===== src/rtl/alu_operand_stage.sv =====
// Issue stage ahead of the 8-bit mipsALU: register file, ALUOp/funct decode,
// operand-b select and an ID/EX pipeline register with a valid/ready handshake.
//
// Ports:
//   clk, reset             - rising-edge clock, synchronous active-high reset
//   in_valid / in_ready    - upstream issue handshake (in_ready is combinational)
//   rs, rt, rd             - source registers for a/b, destination tag
//   alu_op, funct          - MIPS ALUOp and funct field
//   imm, use_imm           - immediate operand and b-select
//   flush                  - kill the held instruction (and any same-cycle issue)
//   wb_en, wb_addr, wb_data- register-file write-back port
//   out_valid / out_ready  - downstream handshake
//   a_out, b_out, alu_ctl_out, rd_out, illegal_out - registered ID/EX payload
module alu_operand_stage #(
    parameter int unsigned DATA_W = 8,
    parameter int unsigned NREGS  = 8,
    parameter int unsigned ADDR_W = 3
) (
    input  logic              clk,
    input  logic              reset,
    input  logic              in_valid,
    output logic              in_ready,
    input  logic [ADDR_W-1:0] rs,
    input  logic [ADDR_W-1:0] rt,
    input  logic [ADDR_W-1:0] rd,
    input  logic [1:0]        alu_op,
    input  logic [5:0]        funct,
    input  logic [DATA_W-1:0] imm,
    input  logic              use_imm,
    input  logic              flush,
    input  logic              wb_en,
    input  logic [ADDR_W-1:0] wb_addr,
    input  logic [DATA_W-1:0] wb_data,
    output logic              out_valid,
    input  logic              out_ready,
    output logic [DATA_W-1:0] a_out,
    output logic [DATA_W-1:0] b_out,
    output logic [3:0]        alu_ctl_out,
    output logic [ADDR_W-1:0] rd_out,
    output logic              illegal_out
);

    localparam logic [3:0] CTL_AND = 4'b0000;
    localparam logic [3:0] CTL_OR  = 4'b0001;
    localparam logic [3:0] CTL_ADD = 4'b0010;
    localparam logic [3:0] CTL_SUB = 4'b0110;
    localparam logic [3:0] CTL_SLT = 4'b0111;
    localparam logic [3:0] CTL_NOR = 4'b1100;

    logic [DATA_W-1:0] rf_q [NREGS];

    logic              valid_q, valid_d;
    logic [DATA_W-1:0] a_q, b_q;
    logic [3:0]        ctl_q;
    logic [ADDR_W-1:0] rd_q;
    logic              ill_q;

    logic              wb_hit;
    logic              accept;
    logic [DATA_W-1:0] a_rd, rt_rd, b_sel;
    logic [3:0]        ctl_dec;
    logic              ill_dec;

    // Register file: R0 is never written, so it stays zero after reset.
    always_ff @(posedge clk) begin
        if (reset) begin
            for (int unsigned i = 0; i < NREGS; i++) begin
                rf_q[i] <= '0;
            end
        end else if (wb_hit) begin
            rf_q[wb_addr] <= wb_data;
        end
    end

    assign wb_hit = wb_en && (wb_addr != '0);

    // Operand read with write-first bypass; R0 reads as zero.
    always_comb begin
        a_rd  = '0;
        rt_rd = '0;
        if (rs != '0) begin
            a_rd = (wb_hit && (wb_addr == rs)) ? wb_data : rf_q[rs];
        end
        if (rt != '0) begin
            rt_rd = (wb_hit && (wb_addr == rt)) ? wb_data : rf_q[rt];
        end
        b_sel = use_imm ? imm : rt_rd;
    end

    // ALUOp/funct decode; unsupported combinations yield AND code with illegal set.
    always_comb begin
        ctl_dec = CTL_AND;
        ill_dec = 1'b0;
        unique case (alu_op)
            2'b00: ctl_dec = CTL_ADD;
            2'b01: ctl_dec = CTL_SUB;
            2'b10: begin
                unique case (funct)
                    6'b100000: ctl_dec = CTL_ADD;
                    6'b100010: ctl_dec = CTL_SUB;
                    6'b100100: ctl_dec = CTL_AND;
                    6'b100101: ctl_dec = CTL_OR;
                    6'b101010: ctl_dec = CTL_SLT;
                    6'b100111: ctl_dec = CTL_NOR;
                    default:   ill_dec = 1'b1;
                endcase
            end
            default: ill_dec = 1'b1;
        endcase
    end

    // Handshake: flush kills both the held op and any same-cycle issue.
    assign in_ready = !valid_q || out_ready;
    assign accept   = in_valid && in_ready && !flush;

    always_comb begin
        valid_d = valid_q;
        if (flush) begin
            valid_d = 1'b0;
        end else if (accept) begin
            valid_d = 1'b1;
        end else if (out_ready) begin
            valid_d = 1'b0;
        end
    end

    // ID/EX register: payload only loads on accept, so it holds through stalls.
    always_ff @(posedge clk) begin
        if (reset) begin
            valid_q <= 1'b0;
            a_q     <= '0;
            b_q     <= '0;
            ctl_q   <= '0;
            rd_q    <= '0;
            ill_q   <= 1'b0;
        end else begin
            valid_q <= valid_d;
            if (accept) begin
                a_q   <= a_rd;
                b_q   <= b_sel;
                ctl_q <= ctl_dec;
                rd_q  <= rd;
                ill_q <= ill_dec;
            end
        end
    end

    assign out_valid   = valid_q;
    assign a_out       = a_q;
    assign b_out       = b_q;
    assign alu_ctl_out = ctl_q;
    assign rd_out      = rd_q;
    assign illegal_out = ill_q;

endmodule


===== config.mk =====
export PLATFORM = sky130hd
export DESIGN_NAME = alu_operand_stage
export DESIGN_NICKNAME = d
export VERILOG_FILES = /design/src/rtl/alu_operand_stage.sv
export SDC_FILE = /design/constraint.sdc
export NUM_CORES = 1
export LEC_CHECK = 0
export CAP_MARGIN = 20
export CELL_PAD_IN_SITES_DETAIL_PLACEMENT = 1
export CELL_PAD_IN_SITES_GLOBAL_PLACEMENT = 1
export CORE_MARGIN = 3
export CORE_UTILIZATION = 39
export CTS_CLUSTER_DIAMETER = 80
export DETAILED_ROUTE_END_ITERATION = 7
export HOLD_SLACK_MARGIN = 0.12
export PLACE_DENSITY_LB_ADDON = 0.1
export SLEW_MARGIN = 10
export SYNTH_ARGS = -nofsm -noshare
export SYNTH_HDL_FRONTEND = slang
export SYNTH_SLANG_ARGS = --single-unit

===== constraint.sdc =====
create_clock -name clk -period 2 [get_ports clk]
set_input_delay 0.2 -clock clk [delete_from_list [all_inputs] [get_ports clk]]
set_output_delay 0.2 -clock clk [all_outputs]
set_load 0.05 [all_outputs]

Word level (Yosys, flattened, before mapping)
Memories as Yosys holds them, arrays and structs flattened.
Cells that the tools add are included.

word-level totals
  memories kept = 1
  memory bits (writable) = 64
  input port bits = 43
  output and inout port bits = 26
  register bits after elaboration = 25

cells by class
  multiplexer cells = 19
  reduce and logical (&&, ||, !) cells = 17
  equality and inequality tests = 10

memory list
  name  depth  bits a word  read ports  clocked after Yosys merged registers in  write ports  line  text
  rf_q  8      8            2           0                                        8            50    logic [DATA_W-1:0] rf_q [NREGS];

operators by type and width
  kind                count
  $mux 8              6
  $eq 6x6->1 const B  6
  $pmux 4 s5          1
  $pmux 4 s3          1
  $mux 1              9
  $reduce_bool 3->1   3
  $reduce_or 8->1     1
  $eq 3x3->1          2
  $reduce_or 6->1     1
  $logic_and 1x1->1   5
  $reduce_or 2->1     2
  $mux 3              1
  $eq 2x1->1 const B  1
  $eq 2x2->1 const B  1
  $logic_not 1->1     2
  $logic_not 2->1     1
  $pmux 1 s2          1
  $reduce_bool 2->1   1
  $logic_or 1x1->1    1

Depth between registers and ports, before layout
  depth in word-level cells = 7
  gate-level depth with buffers = 7

Worst setup path before layout
No wires, ideal clock.

  path type = register to register
  start = register valid_q (netlist: out_valid)
  end = register b_q[3] (netlist: b_out[3])
  slack = -0.039 ns
  setup time = 0.091 ns
  data required time = 1.909 ns
  data arrival time = 1.948 ns
  cell stages (with the launch flop) = 7
  period minus slack after synthesis = 2.039 ns
  cells stage by stage = dfxtp_1 > nor2b_1 > inv_1 > nand2b_1 > clkbuf_1 > a21oi_1 > a311oi_1

between the ends
  word-level cells in the longest chain between the ends = 4

ends and longest elaborated chain
  item                            line  text
  start: declaration              52    logic valid_q, valid_d;
  start signal: assignment        137   valid_q <= valid_d;
  $logic_not 1->1                 113   assign in_ready = !valid_q || out_ready;
  $logic_or 1x1->1                113
  via in_ready                    22    output logic in_ready,
  $logic_and 1x1->1 (2 in a row)  114   assign accept = in_valid && in_ready && !flush;
  end signal: assignment          140   b_q <= b_sel;
  end: declaration                53    logic [DATA_W-1:0] a_q, b_q;

The timed path passes the listed nets, and every way through them passes these cells.
A chain may end at the register's enable or synchronous reset.

Worst setup path after layout
  start = register b_q[1] (netlist: b_out[1])
  end = output port b_out[1]

RTL lines
  item              line  text
  end: declaration  37    output logic [DATA_W-1:0] b_out,

No word-level cell between the ends.

==> flow_summary_export.csv <==
group,metric,value,unit
route,drcViolationCount,0,
placement,gp_congestion,0.859,
cts,root_buffer,"clkbuf_16",
critical_path,cp.arrival,1.63,ns
final_layout,drive_gt1_share,19.6,%
status,status,"completed",
cts,h-tree-depth,3,
logic_synthesis,netlist_area,4780,um^2
critical_path,path_max_fanout,2,
floorplan,dieArea,13600,um^2
global_route,grt_pass1_wl,23500,um
logic_synthesis,synth_edf_count,64,
timing,tightest_slew,0.567,ns
route,wl_per_cell,23.0,um
cts,clk_path_buf_depth,2,
floorplan,die_h,117,um
floorplan,die_w,117,um
cts,cts_sinks,89,
final_layout,fin_area,6210,um^2
cts,cts_tree,"built",
placement,placed_area,5900,um^2
timing,max_freq,547,MHz
final_layout,finish.utilization,53.0,%
placement,dp_hpwl,11800,um
final_layout,nets,550,
placement,port_buffers,68,
route,drt.antenna.violating_nets,0,
power_and_ir_drop,irDropWorstVdd,0.000554,V
global_route,overflow,0,
global_route,grt_max_degree,27,
timing,slew_headroom,62.1,%
timing,period_share,91.4,%
logic_synthesis,ys_warn_count,0,
critical_path,critical_path.slowest_cell,"clkdlybuf4s50_1",
timing,clock_skew,0.00445,ns
timing,rsz0062_at_grt,"false",
floorplan,initial_utilization,40.8,%
logic_synthesis,synthArstFlopShare,0,%
critical_path,path_class,"flop to primary output",
critical_path,crit_path_start_kind,"flop",
timing,hold_viol_final,0,
cts,clkTransAtPathRegs,0.06,ns
logic_synthesis,ys_seq_area_share,50.7,%
route,routed_wirelength,15100,um
logic_synthesis,ys_seq_elements,89,
logic_synthesis,synth_cell_types,49,
floorplan,fp.coreArea,11700,um^2
cts,postCtsHoldBufs,0,
critical_path,crit_chain,"clkdlybuf4s50_1",
timing,whs,0.416,ns
final_layout,area_growth_syn_to_layout,29.9,%
critical_path,critPathTopFamily,"buffers and inverters",
logic_synthesis,ys_top_cells_by_area,"edfxtp_1, dfxtp_1, mux4_2",
job,drv_cap,0,
power_and_ir_drop,p_per_area,781,nW/um^2
logic_synthesis,synth_top_area_share,40.2,%
route,via_per_inst,5.91,
floorplan,fp-row-count,39,
timing,finalSetupViolCount,0,
route,dr_total_vias,3865,
cts,cts_resized,0,
route,drt_iter0_markers,217,
logic_synthesis,synthCells,411,
global_route,antenna_found_initial,0,
critical_path,slowest_delay,0.85,ns
logic_synthesis,synth_top_flop_cell,"edfxtp_1",
critical_path,worst-path-buf-inv,1,
timing,period_needed,1.83,ns
logic_synthesis,avgSynthCellArea,11.6,um^2
timing,finalMaxSlewViolations,0,
route,drt-pass1-iter-count,4,
logic_synthesis,synth_top_area_cell,"edfxtp_1",
critical_path,r2r_slack,0.42,ns
floorplan,ios,69,
power_and_ir_drop,p_leak,2.13,nW
cts,clkLatencyLatePin,0.34,ns
critical_path,worstSetupEndpointType,"primary output",
global_route,gr-usage-all-layers,23.2,%
global_route,grt_pass1_vias,4016,
final_layout,insertedDiodeCount,0,
critical_path,cp_data_required_time,1.80,ns
cts,postCtsSetupBuffers,0,
hold_path,hp-class,"input pin to flop",
cts,cts_made_buffers,9,
[cells in the final DEF (no fill, tap or decap), types with 3 or more instances in the layout]
cell	netlist	routed
clkdlybuf4s50_1	0	67
edfxtp_1	64	64
nor3_1	52	52
buf_4	2	44
nand2_1	29	29
dfxtp_1	25	24
nor2_1	23	23
mux4_2	16	16
a21oi_1	14	14
nand3_1	12	12
mux2_2	12	12
inv_1	11	11
nor4_1	9	9
o211ai_1	9	9
a311oi_1	9	9
clkbuf_16	0	9
o21ai_0	8	8
mux2i_1	8	8
o221ai_1	8	8
mux4_1	8	8
conb_1	1	8
nand2b_1	7	7
nor3b_1	6	6
buf_12	1	6
xnor2_1	4	4
o221a_2	4	4
a211oi_1	4	4
o22a_1	4	4
o22ai_1	4	4
nand4_1	3	3
[layout make-up]
type / instances / area, um^2
fillers: 1240 / 5500
flip-flops and latches: 89 / 2420
multi-input cells: 278 / 2130
repair buffers: 117 / 1120
clock buffers: 10 / 229
well taps: 143 / 179
clock inverters: 5 / 80.1
inverters: 12 / 45.0
[worst reg2reg max path, stage by stage, from the launching register on]
cell      delay (ns)
dfxtp_2         0.32
nor2b_1         0.34
inv_1           0.13
nand2b_1        0.27
a21oi_1         0.18
a311oi_1        0.25
[flip-flops by register name (all words and copies together), names as in the netlist]
| register | flops |
|---|---|
| out_valid | 1 |
| illegal_out | 1 |
| a_out | 8 |
| rd_out | 3 |
| b_out | 8 |
| alu_ctl_out | 4 |
| rf_q | 64 |
[cell usage after synthesis, types with 2 or more instances]
cell / n
a211oi_1: 4
a21oi_1: 14
a311oi_1: 9
and3_1: 2
buf_1: 3
buf_2: 11
buf_4: 2
buf_6: 3
clkbuf_1: 18
dfxtp_1: 25
edfxtp_1: 64
inv_1: 11
mux2_2: 12
mux2i_1: 8
mux4_1: 8
mux4_2: 16
nand2_1: 29
nand2b_1: 7
nand3_1: 12
nand3b_1: 2
nand4_1: 3
nor2_1: 23
nor3_1: 52
nor3b_1: 6
nor4_1: 9
o211ai_1: 9
o21ai_0: 8
o221a_2: 4
o221ai_1: 8
o22a_1: 4
o22ai_1: 4
xnor2_1: 4
[layer usage]
metal  GRT usage, %  part of all wire [%]  routed length, um
met1           31.0                    44               6640
met2           38.3                    47               7070
met3           4.25                   6.9               1040
met4           7.72                   2.2                327
met5              0                     0                  0
[cells by family (layout without fill, tap and decap cells)]
| logic type | count (synthesis) | count (layout) | synth area share (%) |
|---|---|---|---|
| buf+inv | 51 | 144 | 5.28 |
| simple gates | 149 | 149 | 15.4 |
| other cells | 1 | 8 | 0.0784 |
| compound gates | 72 | 72 | 11.1 |
| mux | 44 | 44 | 16.4 |
| xor+xnor | 5 | 5 | 1.07 |
| flops | 89 | 89 | 50.7 |
[power breakdown]
| group | internal, mW | switching, mW | total, mW |
|---|---|---|---|
| sequential | 2.10 | 0.0837 | 2.18 |
| combinational | 0.402 | 0.473 | 0.875 |
| clock | 1.09 | 0.705 | 1.79 |
| total | 3.59 | 1.26 | 4.85 |
[through the flow]
step,TNS (ns),setup WS (ns),std cells,total power [mW]
after floorplan,0,0.120,418,2.70
after global placement,-0.442,-0.0758,639,3.06
after detailed placement,-0.805,-0.113,639,3.09
after CTS,0,0.160,654,4.89
after global routing,0,0.138,654,5.03
final,0,0.172,654,4.85
[path summary, 6_finish.rpt]
kind,from,endpoint,depth (start not counted)
min reg2reg,alu_ctl_out[0],alu_ctl_out[0],2
min,rd[0],rd_out[0],3
max,b_out[1],b_out[1],1
max reg2reg,out_valid,b_out[1],5
(Power assumes the default switching activity.)
